===== config.mk =====
export PLATFORM = sky130hd
export DESIGN_NAME = ap_unsi_wall_pipe
export DESIGN_NICKNAME = d
export VERILOG_FILES = /design/src/rtl/ap_unsi_wall_pipe.sv
export SDC_FILE = /design/constraint.sdc
export NUM_CORES = 1
export LEC_CHECK = 0
export CAP_MARGIN = 40
export CORE_MARGIN = 8
export CORE_UTILIZATION = 54
export DETAILED_ROUTE_END_ITERATION = 7
export PLACE_DENSITY = 0.78
export SLEW_MARGIN = 40
export SYNTH_ARGS = -nofsm -noshare
export SYNTH_HDL_FRONTEND = slang
export SYNTH_SLANG_ARGS = --single-unit

===== constraint.sdc =====
create_clock -name clk -period 4.75 [get_ports clk]
set_clock_uncertainty 0.05 [all_clocks]
set_input_delay 1.425 -clock clk [delete_from_list [all_inputs] [get_ports clk]]
set_output_delay 1.425 -clock clk [all_outputs]
set_load 0.005 [all_outputs]

===== src/rtl/ap_unsi_wall_pipe.sv =====
// Unsigned DW x DW multiplier: Wallace carry-save reduction, 2-stage valid/ready pipeline.
// Optional macro AP_COMP_EN adds 2^(APR-1) bias compensation to approximate results.
module ap_unsi_wall_pipe #(
  parameter int DW  = 12,
  parameter int APR = 12
) (
  input  logic              clk,
  input  logic              rst,
  input  logic              in_vld,
  output logic              in_rdy,
  input  logic [DW-1:0]     muld,
  input  logic [DW-1:0]     mulr,
  input  logic              exact,
  output logic              out_vld,
  input  logic              out_rdy,
  output logic [2*DW-1:0]   res,
  output logic              out_apx
);

  localparam int PW = 2 * DW;

`ifdef AP_COMP_EN
  localparam logic [PW-1:0] COMP = (APR > 0) ? (PW'(1) << ((APR > 0) ? APR - 1 : 0)) : '0;
`endif

  logic [PW-1:0] rw  [DW];
  logic [PW-1:0] tmp [DW];
  logic [DW-1:0] row;
  logic [PW-1:0] csa_a, csa_b, csa_c;
  logic [PW-1:0] red_sum, red_car;
  int            n, m, rest;

  logic [PW-1:0] s1_sum, s1_car;
  logic          s1_vld, s1_apx;
  logic          s1_adv, s2_adv;
  logic [PW-1:0] fin_sum;

  // Partial-product rows (low columns masked in approximate mode), then
  // layered 3:2 reduction until two rows remain. Carries out of the top
  // column are dropped: the true product always fits in PW bits.
  always_comb begin
    row   = '0;
    csa_a = '0;
    csa_b = '0;
    csa_c = '0;
    n     = DW;
    m     = 0;
    rest  = 0;
    for (int i = 0; i < DW; i++) begin
      row = '0;
      for (int j = 0; j < DW; j++) begin
        if (exact || (i + j >= APR)) row[j] = muld[j] & mulr[i];
      end
      rw[i] = {{DW{1'b0}}, row} << i;
    end
    for (int lvl = 0; lvl < DW; lvl++) begin
      for (int k = 0; k < DW; k++) tmp[k] = '0;
      if (n > 2) begin
        m = 0;
        for (int g = 0; g < DW / 3 + 1; g++) begin
          if (3 * g + 2 < n) begin
            csa_a      = rw[3 * g];
            csa_b      = rw[3 * g + 1];
            csa_c      = rw[3 * g + 2];
            tmp[m]     = csa_a ^ csa_b ^ csa_c;
            tmp[m + 1] = ((csa_a & csa_b) | (csa_a & csa_c) | (csa_b & csa_c)) << 1;
            m          = m + 2;
          end
        end
        rest = n - 3 * (n / 3);
        for (int r = 0; r < 2; r++) begin
          if (r < rest) tmp[m + r] = rw[3 * (n / 3) + r];
        end
        n = m + rest;
        for (int k = 0; k < DW; k++) rw[k] = tmp[k];
      end
    end
    red_sum = rw[0];
    red_car = rw[1];
  end

  assign s2_adv = ~out_vld | out_rdy;
  assign s1_adv = ~s1_vld | s2_adv;
  assign in_rdy = rst | s1_adv;

  always_comb begin
    fin_sum = s1_sum + s1_car;
`ifdef AP_COMP_EN
    if (s1_apx) fin_sum = fin_sum + COMP;
`endif
  end

  always_ff @(posedge clk) begin
    if (rst) begin
      s1_vld <= 1'b0;
    end else if (s1_adv) begin
      s1_vld <= in_vld;
      if (in_vld) begin
        s1_sum <= red_sum;
        s1_car <= red_car;
        s1_apx <= ~exact;
      end
    end
  end

  always_ff @(posedge clk) begin
    if (rst) begin
      out_vld <= 1'b0;
      out_apx <= 1'b0;
      res     <= '0;
    end else if (s2_adv) begin
      out_vld <= s1_vld;
      if (s1_vld) begin
        res     <= fin_sum;
        out_apx <= s1_apx;
      end
    end
  end

endmodule


==> impl_metrics.csv <==
group,metric,value,unit
critical_path,cp-end-kind,"register",
critical_path,r2r_slack,2.38,ns
placed_design,portBuffers,55,
critical_path,critPathKind,"input port to register",
sta,rsz0062_at_grt,"yes",
synth,ys_seq_elements,70,
outcome,status,"finished, final reports clean",
sta,worst_slack,0.0780,ns
sta,worstMarginPinSlew,0.801,ns
clock_tree,cts_root_buffer,"clkbuf_16",
sta,final-hold-violation-count,0,
sta,fin_crit,4.67,ns
critical_path,timing.rr.end,"res[14]",
grt,grt_pass1_wl,25700,um
placed_design,hpwl,12500,um
worst_hold_path,hp-class,"register to register",
clock_tree,cts.htree.levels,3,
routing,dr.first_iter.drc_count,354,
routing,routedWlPerCell,16.5,um
critical_path,rr_startpoint,"s1_sum[6]",
clock_tree,cts_buffer_depth,2,
pwr,irDropWorstVdd,0.166,mV
grt,grt_pass1_vias,5528,
synth,ys_seq_area_frac,0.260,
sta,holdWs,0.404,ns
clock_tree,insertion_delay,0.33,ns
run,max_cap_viol_count,0,
synth,syn_nets,880,
die,num_rows,41,
routing,drc,0,
sta,tns,0,ns
critical_path,worstPathMaxFanout,33,
grt,grt_usage,0.191,
critical_path,rr_worst_depth,8,
die,core-area,12700,sq um
clock_tree,cts_buffers,9,
pwr,power.leakage,3.95,nW
routing,viasPerCell,5.47,
finish,final_area,8410,sq um
sta,setup_violations,0,
die,die_w,130,um
routing,vias,5208,
critical_path,worst-endpoint-required,4.77,ns
die,start_util,0.556,
finish,fillers,1005,
clock_tree,clk_pin_slew,0.05,ns
die,die_y,130,um
routing,drt-total-wl,15700,um
routing,firstDrtPassIters,5,
synth,async_flop_share,0,
clock_tree,ctsHoldBuffers,0,
placed_design,dpl_cell_area,8060,sq um
synth,synth_area,7050,sq um
sta,max_clock_freq,214,MHz
sta,relSlewSlack,0.466,
clock_tree,cts_tree,"yes",
critical_path,cp.arrival,4.69,ns
synth,synth_flop_cell,"edfxtp_1",
finish,final_nets,958,
pwr,powerDensity,312,nW/um^2
sta,period_share,0.984,
finish,syn_to_final_growth,19.3,%
die,die_area,17000,sq um
critical_path,crit_path_start,"exact",
synth,synth-edff-count,43,
grt,antenna_found_initial,0,
clock_tree,cts_setup_buffers,0,
synth,postSynthCellCount,697,
die,io_pins,56,
synth,yosysUniqueCellTypes,52,
finish,n_antenna_cell,0,
critical_path,start_kind,"input port",
synth,synth.avg_cell_area,10.1,sq um
grt,grt_max_degree,44,
worst_hold_path,hold_path_depth,2,
placed_design,gp_congestion,0.876,
pwr,p_total,2.62,mW
worst_hold_path,min_to,"res[9]",
sta,drv_slew,0,
grt,grt.overflow.total,0,
placed_design,dpl_worst_slack,-0.484,ns
synth,yosysWarnings,0,
routing,ant_nets,0,
finish,drive_above_1_share,0.110,
clock_tree,clock_sinks,70,
worst_hold_path,hold_start,"res[9]",
==> registers in the layout (all words and copies together), names as in the netlist <==
name     cells
out_apx      1
res         24
s1_sum      24
out_vld      1
s1_car      18
s1_vld       1
s1_apx       1
==> per-stage QoR <==
stage | cells | util
global route | 952 | 0.663
floorplan | 697 | -
detailed placement | 934 | 0.636
CTS | 950 | 0.659
finish | 952 | 0.663
global placement | 934 | 0.636
==> cell usage in the layout (no fill, tap or decap), types with 5 or more instances in the layout <==
cell,netlist,final
a211oi_1,6,6
edfxtp_1,43,43
dfxtp_1,27,27
clkdlybuf4s50_1,0,40
a21oi_1,33,32
inv_1,98,98
nand2_1,63,63
dlygate4sd2_1,0,5
o211ai_1,7,7
ha_1,51,51
buf_4,1,52
nor2_1,10,10
nor3_1,9,9
clkbuf_16,0,9
and3_1,56,56
and2_1,66,62
nand3_1,19,19
dlymetal6s2s_1,0,10
fa_1,103,102
==> cell families after synthesis <==
family                     count (synthesis)  synth area share
DFF                                       70             0.260
and+or+nand+nor                          239             0.183
xor gates and xnor gates                   4           0.00497
adders and majority gates                154             0.383
muxes                                      1           0.00142
buffers and inverters                    144            0.0796
AOI/OAI and AO/OA                         85            0.0879
==> layout make-up <==
type | instances | area (sq um) | area share
clock buffer | 10 | 229 | 0.0272
clock inverter | 6 | 62.6 | 0.00744
inverter | 98 | 368 | 0.0438
multi-input combinational | 483 | 4680 | 0.556
sequential | 70 | 1830 | 0.218
tap | 172 | 215 | 0.0256
timing repair buffer | 113 | 1020 | 0.122
==> how the worst max path moves through the flow <==
stage                 endpoint
detailed placement  s1_sum[10]
global route        s1_sum[11]
floorplan           s1_sum[10]
global placement    s1_sum[10]
CTS                  s1_sum[7]
finish              s1_sum[10]
==> where the power goes <==
group	switching [mW]	internal, mW	total (mW)	leakage [nW]
combinational	0.657	0.499	1.16	3.17
sequential	0.0302	0.786	0.816	0.649
clock	0.243	0.404	0.647	0.136
total	0.930	1.69	2.62	3.95
==> synthesized netlist by cell type, drive strengths merged (2+ instances only) <==
library cell | number | area (sq um)
fa | 103 | 2060
inv | 98 | 368
and2 | 66 | 413
nand2 | 63 | 236
and3 | 56 | 350
ha | 51 | 638
edfxtp | 43 | 1290
clkbuf | 36 | 135
a21oi | 34 | 181
dfxtp | 27 | 541
nand3 | 19 | 95.1
buf | 10 | 57.6
nor2 | 10 | 37.5
nor3 | 9 | 45.0
o211ai | 7 | 52.6
a211oi | 6 | 45.0
o21ai | 6 | 33.8
a21o | 4 | 30.0
a311o | 4 | 40.0
nor2b | 4 | 25.0
a2111oi | 3 | 45.1
a211o | 3 | 26.3
nand2b | 3 | 18.8
nand4 | 3 | 25.0
o21a | 3 | 22.5
o21bai | 3 | 26.3
xor2 | 3 | 26.3
o221ai | 2 | 17.5
o22a | 2 | 17.5
or2 | 2 | 12.5
or3 | 2 | 12.5
==> per-layer routing <==
metal	vias to the layer above	part of all wire	GRT usage
li1	2448	-	-
met1	2583	0.44	0.237
met2	150	0.49	0.329
met3	27	0.045	0.0273
met4	0	0.022	0.0717
met5	-	0	0
==> worst max-delay path, stage by stage <==
cell and delay, ns:
dlygate4sd2_1 0.26, buf_12 0.17, and3_1 0.19, fa_1 0.53, inv_1 0.05, fa_1 0.49, fa_1 0.54, inv_1 0.05
fa_1 0.53, fa_1 0.43
==> what timing repair did <==
item / 4_1_cts / 5_1_grt
pin swaps: 2 / 8
setup endpoints to repair: 10 / 13
cloned: 0 / 2
resized for setup: 8 / 15
Power figures use the tool's default switching activity.
